===== src/rtl/aes_serial_load_ctrl.sv =====
// ----------------------------------------------------------------------------
// aes_serial_load_ctrl
// Sequences the 1-to-8 SIPO deserializer on the AES input path. The controller
// gates the serial bitstream into the SIPO and packs the SIPO output bytes into
// one 8*BLOCK_BYTES-bit block, first byte in the MSBs. It then offers the block
// to the AES core over a valid/ready handshake. If the serial stream stalls for
// TIMEOUT cycles while loading, the load is aborted and err pulses.
//
// Ports:
//   clk_i        system clock, rising edge
//   reset_i      synchronous active-high reset
//   start_i      one-cycle request to begin loading a block
//   ser_valid_i  ser_in_i carries a valid bit this cycle
//   ser_in_i     serial data bit
//   sipo_en_o    SIPO shift enable (only while loading)
//   sipo_in_o    SIPO serial data
//   sipo_clr_o   one-cycle clear of the SIPO
//   sipo_valid_i SIPO byte complete, sipo_out_i valid
//   sipo_out_i   SIPO parallel byte, first-received bit in the MSB
//   blk_data_o   assembled block, first byte in the MSBs
//   blk_valid_o  blk_data_o is complete and stable
//   blk_ready_i  consumer accepts the block
//   busy_o       high in CLR, LOAD and HOLD
//   byte_cnt_o   bytes collected in the current block
//   err_o        one-cycle pulse on timeout abort
// ----------------------------------------------------------------------------
module aes_serial_load_ctrl #(
   parameter int BLOCK_BYTES = 16,
   parameter int TIMEOUT     = 64,
   parameter int CNT_W       = 5
) (
   input  logic                     clk_i,
   input  logic                     reset_i,
   input  logic                     start_i,
   input  logic                     ser_valid_i,
   input  logic                     ser_in_i,
   output logic                     sipo_en_o,
   output logic                     sipo_in_o,
   output logic                     sipo_clr_o,
   input  logic                     sipo_valid_i,
   input  logic [7:0]               sipo_out_i,
   output logic [8*BLOCK_BYTES-1:0] blk_data_o,
   output logic                     blk_valid_o,
   input  logic                     blk_ready_i,
   output logic                     busy_o,
   output logic [CNT_W-1:0]         byte_cnt_o,
   output logic                     err_o
);

   localparam int BW = 8 * BLOCK_BYTES;
   // Idle counter must be able to hold TIMEOUT; keep at least one bit.
   localparam int IW = (TIMEOUT > 0) ? $clog2(TIMEOUT + 1) : 1;
   localparam bit              TO_EN     = (TIMEOUT != 0);
   localparam logic [IW-1:0]   TIMEOUT_V = IW'(TIMEOUT);
   localparam logic [IW-1:0]   IDLE_MAX  = '1;
   localparam logic [IW-1:0]   IDLE_ONE  = IW'(1);
   localparam logic [CNT_W-1:0] CNT_ONE  = CNT_W'(1);
   localparam logic [CNT_W-1:0] LAST_CNT = CNT_W'(BLOCK_BYTES - 1);

   typedef enum logic [1:0] {
      ST_IDLE = 2'd0,
      ST_CLR  = 2'd1,
      ST_LOAD = 2'd2,
      ST_HOLD = 2'd3
   } state_e;

   state_e          state_q,     state_d;
   logic [BW-1:0]   blk_data_q,  blk_data_d;
   logic [CNT_W-1:0] byte_cnt_q, byte_cnt_d;
   logic [IW-1:0]   idle_cnt_q,  idle_cnt_d;
   logic            blk_valid_q, blk_valid_d;
   logic            busy_q,      busy_d;
   logic            err_q,       err_d;
   logic            sipo_clr_q,  sipo_clr_d;
   logic            timeout_s;

   // Next-state and next-output computation for the load sequencer.
   always_comb begin
      state_d    = state_q;
      blk_data_d = blk_data_q;
      byte_cnt_d = byte_cnt_q;
      idle_cnt_d = idle_cnt_q;
      timeout_s  = 1'b0;
      case (state_q)
         ST_IDLE: begin
            if (start_i) begin
               state_d = ST_CLR;
            end else begin
               state_d = ST_IDLE;
            end
         end
         ST_CLR: begin
            byte_cnt_d = '0;
            blk_data_d = '0;
            idle_cnt_d = '0;
            state_d    = ST_LOAD;
         end
         ST_LOAD: begin
            // Stall detector: any valid bit restarts the count, else saturate up.
            if (ser_valid_i) begin
               idle_cnt_d = '0;
            end else if (idle_cnt_q != IDLE_MAX) begin
               idle_cnt_d = idle_cnt_q + IDLE_ONE;
            end else begin
               idle_cnt_d = idle_cnt_q;
            end
            // Timeout wins over a byte arriving on the same cycle.
            if (TO_EN && (idle_cnt_d == TIMEOUT_V)) begin
               timeout_s  = 1'b1;
               byte_cnt_d = '0;
               state_d    = ST_IDLE;
            end else if (sipo_valid_i) begin
               blk_data_d = {blk_data_q[BW-9:0], sipo_out_i};
               byte_cnt_d = byte_cnt_q + CNT_ONE;
               if (byte_cnt_q == LAST_CNT) begin
                  state_d = ST_HOLD;
               end else begin
                  state_d = ST_LOAD;
               end
            end else begin
               state_d = ST_LOAD;
            end
         end
         ST_HOLD: begin
            // start together with blk_ready chains straight into the next block.
            if (blk_ready_i) begin
               if (start_i) begin
                  state_d = ST_CLR;
               end else begin
                  state_d = ST_IDLE;
               end
            end else begin
               state_d = ST_HOLD;
            end
         end
         default: begin
            state_d = ST_IDLE;
         end
      endcase
      // Registered outputs are derived from the state being entered.
      busy_d      = (state_d != ST_IDLE);
      blk_valid_d = (state_d == ST_HOLD);
      sipo_clr_d  = (state_d == ST_CLR) | timeout_s;
      err_d       = timeout_s;
   end

   // State and registered-output update with synchronous reset.
   always_ff @(posedge clk_i) begin
      if (reset_i) begin
         state_q     <= ST_IDLE;
         blk_data_q  <= '0;
         byte_cnt_q  <= '0;
         idle_cnt_q  <= '0;
         blk_valid_q <= 1'b0;
         busy_q      <= 1'b0;
         err_q       <= 1'b0;
         sipo_clr_q  <= 1'b0;
      end else begin
         state_q     <= state_d;
         blk_data_q  <= blk_data_d;
         byte_cnt_q  <= byte_cnt_d;
         idle_cnt_q  <= idle_cnt_d;
         blk_valid_q <= blk_valid_d;
         busy_q      <= busy_d;
         err_q       <= err_d;
         sipo_clr_q  <= sipo_clr_d;
      end
   end

   // The serial path is gated straight through while loading only.
   assign sipo_en_o   = (state_q == ST_LOAD) & ser_valid_i;
   assign sipo_in_o   = (state_q == ST_LOAD) & ser_in_i;
   assign sipo_clr_o  = sipo_clr_q;
   assign blk_data_o  = blk_data_q;
   assign blk_valid_o = blk_valid_q;
   assign busy_o      = busy_q;
   assign byte_cnt_o  = byte_cnt_q;
   assign err_o       = err_q;

endmodule

===== config.mk =====
export PLATFORM = sky130hd
export DESIGN_NAME = aes_serial_load_ctrl
export DESIGN_NICKNAME = d
export VERILOG_FILES = /design/src/rtl/aes_serial_load_ctrl.sv
export SDC_FILE = /design/constraint.sdc
export NUM_CORES = 1
export LEC_CHECK = 0
export BUFFER_PORTS_ARGS = -buffer_cell sky130_fd_sc_hd__buf_2
export CORE_ASPECT_RATIO = 0.8
export CORE_MARGIN = 2
export CORE_UTILIZATION = 55
export DETAILED_ROUTE_END_ITERATION = 6
export PLACE_DENSITY = 0.82
export SETUP_SLACK_MARGIN = 0.2
export SLEW_MARGIN = 5
export SYNTH_ARGS = -nofsm -noshare
export SYNTH_HDL_FRONTEND = slang
export SYNTH_SLANG_ARGS = --single-unit
export TNS_END_PERCENT = 30

===== constraint.sdc =====
create_clock -name clk_i -period 2.5 [get_ports clk_i]
set_input_delay 0.75 -clock clk_i [delete_from_list [all_inputs] [get_ports clk_i]]
set_output_delay 0.75 -clock clk_i [all_outputs]
set_load 0.01 [all_outputs]

==> summary.txt <==
Cells and area
  – Core Util, Final: 70.9%
  – Nets: around 900
  – Post-Layout Inst Area: between 0.008 and 0.009 sq mm
  – ANT cells: 0
  – Area Growth Syn to Fin: 24.3%
  – Layout cells sized above 1: between 50% and 60%

Setup path
  – R2R Path Start: idle_cnt_q[1]
  – Setup Crit Path Kind: reg -> reg
  – R2r setup slk: 0.22 ns
  – CP Launch Type: register
  – WP data arrival: between 2 and 3 ns
  – Worst Setup End Kind: register
  – Critical path origin: idle_cnt_q[1]
  – Required @ worst endpoint: ~2.8 ns
  – CP Max Fanout: 6

Clocking
  – Sink Count: 146
  – Clk root buf: clkbuf_16
  – Clk_lat worst skew: 0.41 ns
  – H-tree depth: 4
  – Clk buf depth: 2
  – Clock transition at path regs: about 0.060 ns
  – Post-cts hold buffer count: 0
  – CTS tree: yes
  – Inserted Clock Buffers: 17

Synth
  – Largest family of logic cells by synthesized area: simple AND/OR/NAND/NOR gates
  – Mapped Area: ~0.0070 sq mm
  – Largest area contributor in the netlist: dfxtp_1
  – Warnings, synthesis: 0
  – Yosys cell types: 49
  – Top cells by area, synth: dfxtp_1, nand3_2, a21oi_2
  – Post-synthesis sequential area ratio: about two fifths
  – Compound-cell area share of the yosys netlist: between 10% and 20%
  – Adder-cell share of the synthesized area: approximately 1.4%
  – Asr flop ratio synth: 0%
  – Mapped Nets: around 740
  – Seq cells post-synth: between 100 and 150
  – Post-Synth Simple-Gate Area: slightly below 30%
  – Post-synth top area share: between 40% and 50%
  – Post-synth EDFFs: 0
  – Syn Inst Count: between 700 and 800
  – Predominant post-synthesis flop cell: dfxtp_1
  – Avg Inst Size Synth: between 9 and 10 sq um
  – Synth Area in XOR/XNOR: less than 1%
  – Proportion of synthesized area in mux cells: less than 1%

Status
  – Status: complete, no violations

Global routing
  – Gr usage total: between 20% and 30%
  – Largest net degree at the start of global routing: between 100 and 150
  – Congestion Overflow GR: 0
  – First-pass GRT wire length: 27800 microns
  – Initial antenna violation count: 0
  – Vias in the first global route: about 5400

Power and ir drop
  – Static Leak: 3.14 nW
  – Pwr dens: roughly 620 mW/mm^2
  – Max IR drop VDD: between 0.0004 and 0.0005 V
  – Pwr Total: roughly 5.5 mW

STA
  – Total negative slack: 0 ns
  – Period minus WS final: about 2.3 ns
  – Worst setup margin: between 0.2 and 0.25 ns
  – Fmax: 0.438 GHz
  – Max transition margin: 49.2%
  – Worst Tran Pin Value: 0.762 ns
  – Crit share post-route: 91.3%
  – Slew Limit Fails: 0
  – Layout Skew: 0.00847 ns
  – Final count of hold timing violations: 0
  – # setup viols final: 0
  – RSZ-0062 raised after global routing: yes

Place
  – DP Wirelength: between 10000 and 15000 microns
  – Dpl cell area: about 0.0079 sq mm
  – Port Buffers: roughly 150
  – RD Place Congestion: 0.854
  – Place WS: 0.0234 ns

Floorplan
  – Core area: between 0.01 and 0.015 sq mm
  – Area of the die: about 0.014 sq mm
  – Die X: around 130 microns
  – Row cnt: 36
  – Starting Density: 57.1%
  – Io pins: 154
  – Chip Height: ~110 microns

Worst hold path
  – Min-delay worst type: reg -> reg
  – Hold path startpoint: blk_data_o[122]

Drt
  – Drt total wl: 17400 microns
  – Antenna-violating nets left: 0
  – Mean routed wirelength per cell: between 15 and 20 microns
  – Number of DRC markers in iteration 0: between 300 and 400
  – TritonRoute pass-1 iters: 4
  – Detailed-route via count: just under 6000
  – # DRC: 0
  – Vias/cell: 5.73

Run
  – Max Cap Viol: 0
-- layout make-up --
cell class | count | area, sq um
clock inverters | 12 | 145
repair buffers | 198 | 1380
fillers | 973 | 3590
clock buffers | 19 | 453
flip-flops and latches | 146 | 2930
multi-input cells | 483 | 3600
well taps | 171 | 214
inverters | 10 | 37.5
-- layer usage --
| layer | track usage [%] | wire length [microns] | vias up |
|---|---|---|---|
| met2 | 38.6 | 8350 | 159 |
| met4 | 6.38 | 163 | 0 |
| met5 | 0 | 0 | - |
| li1 | - | - | 2864 |
| met1 | 34.5 | 7850 | 2911 |
| met3 | 6.50 | 991 | 17 |
-- cells in the final DEF, fill, tap and decap left out, types with 2 or more instances in the layout --
cell type   count
nand4_1         4
dfxtp_1       144
a21oi_2       103
a21oi_1        31
bufinv_16       2
nand2b_1        3
o31ai_1         2
and3_1          3
clkinvlp_4      4
nor3_1          4
o21ai_0         5
buf_6           4
inv_1          10
inv_6           4
nor3b_1         2
buf_2         152
mux2i_1         2
clkbuf_16      17
xor2_1          2
nand2_1        11
and2_1          2
buf_4          23
a22o_1          3
nand3_2       107
nor2_1         10
clkbuf_8        2
o22ai_1         2
buf_12         17
ha_1            5
a211oi_1        4
nor2b_1         3
a41oi_1         2
nand3_1       150
-- worst paths after layout --
kind                          end  cells past startpoint
hold / removal    blk_data_o[122]                      2
setup / recovery   blk_data_o[89]                     10
hold reg to reg   blk_data_o[122]                      2
setup reg to reg   blk_data_o[89]                     10
-- power breakdown --
part / internal (mW) / switching [mW]
sequential: 2.33 / 0.00534
combinational: 0.161 / 0.389
clock: 1.54 / 1.04
-- per-stage QoR --
step           std cells  hold slack (ns)
3_3_place_gp         996            0.453
5_1_grt             1039            0.483
6_report            1039            0.473
4_1_cts             1033            0.472
2_1_floorplan        715            0.489
3_5_place_dp         996            0.457
-- state kept, by name (all words and copies together), names as in the netlist --
signal and count:
blk_data_o 128, busy_o 1, blk_valid_o 1, idle_cnt_q 7, state_q 2, byte_cnt_o 5, sipo_clr_o 1, err_o 1
-- critical path, cell delays in order, from the launching register on --
cell and delay [ns]:
dfxtp_4 0.38, ha_4 0.16, nand4_1 0.15, or2_1 0.29, a31o_4 0.26, a41oi_4 0.32, buf_6 0.16, buf_16 0.12
buf_6 0.12, nand3_2 0.09, a21oi_2 0.15
-- cell families (layout without fill, tap and decap cells) --
logic type | count (synthesis) | count (layout)
AND/OR/NAND/NOR | 306 | 306
AO/OA/AOI/OAI | 164 | 164
flip-flops | 146 | 146
buffers and inverters | 86 | 239
adder cells (fa/ha/maj) | 8 | 8
multiplexers | 3 | 3
XOR/XNOR | 2 | 2
-- synthesized netlist by cell type (3+ instances only) --
master / n
a211oi_1: 4
nand2_1: 11
a21oi_1: 34
nor2b_1: 3
o21ai_0: 5
and2_1: 3
buf_2: 21
a21oi_2: 100
a22o_1: 3
buf_4: 11
nand4_1: 4
and3_1: 3
clkbuf_1: 25
inv_1: 10
ha_1: 7
nor2_1: 10
nand2b_1: 4
nand3_1: 157
dfxtp_1: 146
nor3_1: 4
nand3_2: 100
buf_12: 11
buf_6: 7
-- what timing repair did --
item                                    in CTS  in global routing
gates resized for setup                      4                 17
setup buffers                                4                  6
hold endpoints to repair                     0                  0
pin swaps                                    1                 12
cloned                                       2                  0
endpoints found under the setup margin     113                119
Note: power is estimated with default switching activity, not from simulation.
